$ cat config.mk
export PLATFORM = sky130hd
export DESIGN_NAME = bp_cce_spec_resolver
export DESIGN_NICKNAME = d
export VERILOG_FILES = /design/src/rtl/bp_cce_pkg.sv /design/src/rtl/bp_cce_sat_counter.sv /design/src/rtl/bp_cce_spec_resolver.sv
export SDC_FILE = /design/constraint.sdc
export NUM_CORES = 1
export LEC_CHECK = 0
export BUFFER_PORTS_ARGS = -buffer_cell sky130_fd_sc_hd__buf_2
export CAP_MARGIN = 20
export CORE_UTILIZATION = 30
export DETAILED_ROUTE_END_ITERATION = 8
export GPL_TIMING_DRIVEN = 0
export PLACE_DENSITY = 0.68
export SETUP_SLACK_MARGIN = 0.02
export SLEW_MARGIN = 25
export SYNTH_ARGS = -nofsm -noshare
export SYNTH_HDL_FRONTEND = slang
export SYNTH_HIERARCHICAL = 1
export SYNTH_SLANG_ARGS = --single-unit
export TNS_END_PERCENT = 1
$ cat constraint.sdc
create_clock -name clk_i -period 2.3 [get_ports clk_i]
set_input_delay 0.345 -clock clk_i [delete_from_list [all_inputs] [get_ports clk_i]]
set_output_delay 0.345 -clock clk_i [all_outputs]
set_load 0.02 [all_outputs]
$ cat src/rtl/bp_cce_pkg.sv
// Shared CCE types: coherence states, speculation-bit record and the
// spec-resolver FSM state encoding.
package bp_cce_pkg;

  typedef enum logic [2:0] {
    e_COH_I = 3'b000,
    e_COH_S = 3'b001,
    e_COH_E = 3'b010,
    e_COH_F = 3'b011,
    e_COH_M = 3'b110,
    e_COH_O = 3'b111
  } bp_coh_states_e;

  typedef struct packed {
    logic           spec;
    logic           squash;
    logic           fwd_mod;
    bp_coh_states_e state;
  } bp_cce_spec_s;

  typedef enum logic [2:0] {
    IDLE   = 3'd0,
    LOOKUP = 3'd1,
    WAIT   = 3'd2,
    SEND   = 3'd3,
    CLEAR  = 3'd4
  } bp_cce_spec_resolve_state_e;

endpackage

$ cat src/rtl/bp_cce_sat_counter.sv
// Up-counter that sticks at all-ones instead of wrapping.
module bp_cce_sat_counter #(
  parameter int width_p = 16
) (
  input  logic               clk_i,
  input  logic               reset_n_i,
  input  logic               incr_i,
  output logic [width_p-1:0] count_o
);

  localparam logic [width_p-1:0] max_lp = {width_p{1'b1}};
  localparam logic [width_p-1:0] one_lp = {{(width_p-1){1'b0}}, 1'b1};

  logic [width_p-1:0] count_q, count_d;

  always_comb begin
    count_d = count_q;
    if (incr_i && (count_q != max_lp)) begin
      count_d = count_q + one_lp;
    end else begin
      count_d = count_q;
    end
  end

  always_ff @(posedge clk_i or negedge reset_n_i) begin
    if (!reset_n_i) begin
      count_q <= '0;
    end else begin
      count_q <= count_d;
    end
  end

  assign count_o = count_q;

endmodule

$ cat src/rtl/bp_cce_spec_resolver.sv
// Holds one memory response, polls its speculation bits until resolved, then
// drops or forwards it and clears the squash/fwd_mod bits for its way group.
module bp_cce_spec_resolver
  import bp_cce_pkg::*;
#(
  parameter int addr_width_p    = 40,
  parameter int payload_width_p = 64,
  parameter int cnt_width_p     = 16
) (
  input  logic                       clk_i,
  input  logic                       reset_n_i,

  input  logic                       mem_resp_v_i,
  output logic                       mem_resp_ready_o,
  input  logic [addr_width_p-1:0]    mem_resp_addr_i,
  input  logic                       mem_resp_bypass_i,
  input  logic [payload_width_p-1:0] mem_resp_data_i,

  output logic                       spec_r_v_o,
  output logic [addr_width_p-1:0]    spec_r_addr_o,
  output logic                       spec_r_bypass_o,
  input  bp_cce_spec_s               spec_i,

  output logic                       spec_w_v_o,
  output logic [addr_width_p-1:0]    spec_w_addr_o,
  output logic                       spec_w_bypass_o,
  output logic                       spec_v_o,
  output logic                       squash_v_o,
  output logic                       fwd_mod_v_o,
  output logic                       state_v_o,
  output bp_cce_spec_s               spec_o,

  output logic                       resp_v_o,
  input  logic                       resp_ready_i,
  output logic [addr_width_p-1:0]    resp_addr_o,
  output logic [payload_width_p-1:0] resp_data_o,
  output logic                       resp_fwd_mod_o,
  output bp_coh_states_e             resp_state_o,

  output logic                       busy_o,
  output logic [cnt_width_p-1:0]     squash_cnt_o,
  output logic [cnt_width_p-1:0]     wait_cnt_o
);

  bp_cce_spec_resolve_state_e  state_q;
  logic [addr_width_p-1:0]     buf_addr_q;
  logic                        buf_bypass_q;
  logic [payload_width_p-1:0]  buf_data_q;
  logic                        dropped_q;
  logic                        fwd_mod_q;
  bp_coh_states_e              coh_state_q;
  logic                        ready_q;
  logic                        spec_r_v_q;
  logic                        resp_v_q;
  logic                        spec_w_v_q;

  // Handshake flags are registered per next state so they are all low in reset.
  always_ff @(posedge clk_i or negedge reset_n_i) begin
    if (!reset_n_i) begin
      state_q      <= IDLE;
      buf_addr_q   <= '0;
      buf_bypass_q <= 1'b0;
      buf_data_q   <= '0;
      dropped_q    <= 1'b0;
      fwd_mod_q    <= 1'b0;
      coh_state_q  <= e_COH_I;
      ready_q      <= 1'b0;
      spec_r_v_q   <= 1'b0;
      resp_v_q     <= 1'b0;
      spec_w_v_q   <= 1'b0;
    end else begin
      case (state_q)
        IDLE: begin
          if (mem_resp_v_i && ready_q) begin
            buf_addr_q   <= mem_resp_addr_i;
            buf_bypass_q <= mem_resp_bypass_i;
            buf_data_q   <= mem_resp_data_i;
            dropped_q    <= 1'b0;
            fwd_mod_q    <= 1'b0;
            coh_state_q  <= e_COH_I;
            ready_q      <= 1'b0;
            spec_r_v_q   <= 1'b1;
            state_q      <= LOOKUP;
          end else begin
            ready_q      <= 1'b1;
          end
        end
        LOOKUP, WAIT: begin
          if (spec_i.spec) begin
            state_q     <= WAIT;
          end else if (spec_i.squash) begin
            dropped_q   <= 1'b1;
            spec_r_v_q  <= 1'b0;
            spec_w_v_q  <= 1'b1;
            state_q     <= CLEAR;
          end else begin
            fwd_mod_q   <= spec_i.fwd_mod;
            coh_state_q <= spec_i.state;
            spec_r_v_q  <= 1'b0;
            resp_v_q    <= 1'b1;
            state_q     <= SEND;
          end
        end
        SEND: begin
          if (resp_ready_i) begin
            resp_v_q   <= 1'b0;
            spec_w_v_q <= 1'b1;
            state_q    <= CLEAR;
          end else begin
            resp_v_q   <= 1'b1;
          end
        end
        CLEAR: begin
          spec_w_v_q <= 1'b0;
          ready_q    <= 1'b1;
          state_q    <= IDLE;
        end
        default: begin
          ready_q    <= 1'b0;
          spec_r_v_q <= 1'b0;
          resp_v_q   <= 1'b0;
          spec_w_v_q <= 1'b0;
          state_q    <= IDLE;
        end
      endcase
    end
  end

  assign mem_resp_ready_o = ready_q;

  assign spec_r_v_o      = spec_r_v_q;
  assign spec_r_addr_o   = buf_addr_q;
  assign spec_r_bypass_o = buf_bypass_q;

  // Only squash and fwd_mod are cleared; the spec bit belongs to the issue path.
  assign spec_w_v_o      = spec_w_v_q;
  assign spec_w_addr_o   = buf_addr_q;
  assign spec_w_bypass_o = buf_bypass_q;
  assign spec_v_o        = 1'b0;
  assign squash_v_o      = spec_w_v_q;
  assign fwd_mod_v_o     = spec_w_v_q;
  assign state_v_o       = 1'b0;
  assign spec_o          = '0;

  assign resp_v_o        = resp_v_q;
  assign resp_addr_o     = buf_addr_q;
  assign resp_data_o     = buf_data_q;
  assign resp_fwd_mod_o  = fwd_mod_q;
  assign resp_state_o    = coh_state_q;

  assign busy_o          = (state_q != IDLE);

  bp_cce_sat_counter #(.width_p(cnt_width_p)) squash_counter (
    .clk_i     (clk_i),
    .reset_n_i (reset_n_i),
    .incr_i    ((state_q == CLEAR) && dropped_q),
    .count_o   (squash_cnt_o)
  );

  bp_cce_sat_counter #(.width_p(cnt_width_p)) wait_counter (
    .clk_i     (clk_i),
    .reset_n_i (reset_n_i),
    .incr_i    (state_q == WAIT),
    .count_o   (wait_cnt_o)
  );

endmodule
==> summary.md <==
| Metric | Value |
|---|---|
| Detailed Route Iter0 Violations | 213 |
| IO Pins | 352 |
| Area of the core | roughly 23,000 sq um |
| Arrival time at the worst endpoint | 2.40 ns |
| Status | complete, no violations |
| DR vias | 5,370 |
| Worst vdd ir | about 0.70 mV |
| Die W | 154 um |
| Skew-Pair Late Insertion Delay | 0.41 ns |
| Fin crit period | 2.10 ns |
| Startpoint type of the worst setup path | register |
| CP required | 2.60 ns |
| # Post-CTS Setup Buffers | 0 |
| CTS Sinks | 149 |
| Synth top area cells | dfrtp_1 54%, mux2_2 11%, buf_4 10% |
| RSZ-0062 raised after global routing | false |
| Antenna-violating nets left | 0 |
| Fillers | 2,162 |
| Layout area overhead | 40.3% |
| PD cells | 1580 nW/um^2 |
| CTS Buffer Depth | 2 |
| Post-Synthesis Cell Area | 6970 sq um |
| Vias in the first global route | 4,978 |
| Yosys reg bits | approximately 150 |
| Post-route setup TNS | 0 ns |
| Antenna violations before repair | 0 |
| Max Slew Vio Count | 0 |
| Routability cong. | 0.806 |
| Critical path peak fanout | 10 |
| Measured slew at the worst slew-check pin | between 0.5 and 0.6 ns |
| Root Driver | clkbuf_16 |
| Final nets | 1,010 |
| Clock Skews | 0.00877 ns |
| Mapped Avg Cell Area | between 10 and 15 sq um |
| Final hold viol count | 0 |
| DRT Pass-1 Iters | 4 |
| Average wire per standard cell | around 15 um |
| WS Path Type | reg -> reg |
| Total wire length | 18,000 um |
| Starting Density | 0.307 |
| Most frequent cells in the layout | 342 x buf_2, 149 x dfrtp_1, 97 x buf_4, 66 x mux2_2, 41 x mux2_1 |
| First-pass GRT wire length | 27,700 um |
| Clock-pin slew on the worst setup and hold paths | 0.07 ns |
| Most common cell after layout, fill and taps aside | buf_2 |
| Num rows | 55 |
| Worst Setup End Kind | register |
| Async SR Flop Fraction | 1.00 |
| GRT overflow | 0 |
| CTS H-tree lvls | 4 |
| Part of the Yosys area used for sequential elements | 0.535 |
| Die span in y | roughly 150 um |
| Synth top area share | 0.535 |
| P_leak | 4.98 nW |
| YS warnings | 6 |
| CTS Buf Count | 17 |
| Hold Path Class | in -> reg |
| Cell taking the most area after synthesis | dfrtp_1 |
| Die area | 23,800 sq um |
| Rel. slew slack | 0.605 |
| Number of diodes | 0 |
| Hold depth | 2 |
| Largest net degree at the start of global routing | 77 |
| Prevailing post-synth register cell | dfrtp_1 |
| Share of cells above drive strength 1 | 0.627 |
| Max Freq | 0.475 GHz |
| Total track usage | 0.150 |
| Max-cap violations | 0 |
| Part of the cycle the worst path needs | 0.915 |
| Total chip power | 15.4 mW |
| Post-synth EDFFs | 0 |
| Synth unique cells | 48 |
| DRC | 0 |
| Vias per cell | between 4 and 5 |
| Synth Instances | ~520 |
| Setup-failing EPs final | 0 |
| Detailed Place HPWL | roughly 14,000 um |
| PortBufs | ~340 |
| CTS tree | built |
| Reg2Reg Depth | 6 |
sequential cells by signal, summed over array words and instances, names as in the netlist:
| signal | count |
|---|---|
| spec_r_v_o | 1 |
| mem_resp_ready_o | 1 |
| fwd_mod_v_o | 1 |
| wait_counter/count_o | 16 |
| resp_state_o | 3 |
| squash_counter/count_o | 16 |
| resp_fwd_mod_o | 1 |
| resp_addr_o | 40 |
| spec_r_bypass_o | 1 |
| state_q | 3 |
| resp_v_o | 1 |
| dropped_q | 1 |
| resp_data_o | 64 |
synthesized netlist by cell type, types with 3 or more instances:
library cell	instances
nand4_1	16
o21a_1	11
nor2_1	8
xnor2_1	10
nand2_1	10
nor4_4	4
and3_1	6
buf_6	5
o22a_1	4
maj3_1	5
clkbuf_1	3
nand3_1	11
buf_4	97
or3_1	4
a31oi_1	7
a21oi_1	14
mux2_2	66
o21ai_0	4
dfrtp_1	149
xor2_1	5
mux2_1	41
inv_1	3
layer usage:
layer  wire length [um]  vias up  GRT usage  share of wire
met3                951       16     0.0350          0.053
met2               9270      196      0.259           0.51
met1               7540     2619      0.184           0.42
met4                251        0     0.0500          0.014
li1                   -     2539          -              -
met5                  0        -          0              0
critical path: stages, from the launching register on:
cell      delay (ns)
dfrtp_1         0.42
clkbuf_1        0.38
nor3b_4         0.40
and3_1          0.31
and4_2          0.28
o211ai_1        0.09
o21a_1          0.11
path summary, 6_finish.rpt:
path / startpoint / to / slack, ns
worst max-delay path: state_q[1]$_DFFE_PN0P_ / wait_counter/count_o[5]$_DFFE_PN0P_ / 0.20
worst min-delay path: mem_resp_data_i[11] / resp_data_o[11]$_DFFE_PN0P_ / 0.15
worst max register to register: state_q[1]$_DFFE_PN0P_ / wait_counter/count_o[5]$_DFFE_PN0P_ / 0.20
worst min register to register: resp_data_o[45]$_DFFE_PN0P_ / resp_data_o[45]$_DFFE_PN0P_ / 0.48
max in group asynchronous: reset_n_i / resp_addr_o[30]$_DFFE_PN0P_ / 1.06
min in group asynchronous: reset_n_i / squash_counter/count_o[6]$_DFFE_PN0P_ / 0.47
power by group:
| part | switching, mW | leakage [nW] | internal [mW] |
|---|---|---|---|
| Sequential | 0.900 | 1.82 | 3.75 |
| Combinational | 4.28 | 2.85 | 3.43 |
| Clock | 1.19 | 0.312 | 1.88 |
area by class of cell:
| type | instances | area [sq um] | share of cell area |
|---|---|---|---|
| Timing Repair Buffer | 345 | 1760 | 0.180 |
| Clock buffer | 18 | 439 | 0.0449 |
| Buffer | 105 | 796 | 0.0814 |
| Multi-Input combinational cell | 272 | 2470 | 0.253 |
| Sequential cell | 149 | 3730 | 0.381 |
| Inverter | 3 | 11.3 | 0.00115 |
| Clock inverter | 14 | 210 | 0.0215 |
| Tap cell | 285 | 357 | 0.0365 |
timing repair:
action / in CTS / in global routing
setup endpoints to repair: 10 / 5
hold buffers: 1 / 0
hold endpoints to repair: 73 / 0
resized for setup: 1 / 1
logic make-up after synthesis:
| logic type | count (synthesis) | share of synthesized area |
|---|---|---|
| and+or+nand+nor | 84 | 0.0934 |
| AOI/OAI and AO/OA | 51 | 0.0524 |
| xor gates and xnor gates | 15 | 0.0189 |
| adders and majority gates | 7 | 0.0108 |
| buffers and inverters | 108 | 0.116 |
| DFF | 149 | 0.535 |
| other | 1 | 0.000538 |
| muxes | 107 | 0.173 |
through the flow:
step	setup slack [ns]	hold WS, ns	cell area [sq um]	util	std cells
2_1_floorplan	0.245	0.0494	6990	-	529
3_3_place_gp	-1.39	0.464	9070	0.399	1157
3_5_place_dp	-0.141	0.357	9100	0.401	1158
4_1_cts	0.147	0.115	9770	0.430	1191
5_1_grt	0.0551	0.122	9770	0.430	1191
6_report	0.196	0.145	9770	0.430	1191
(Power assumes the default switching activity.)
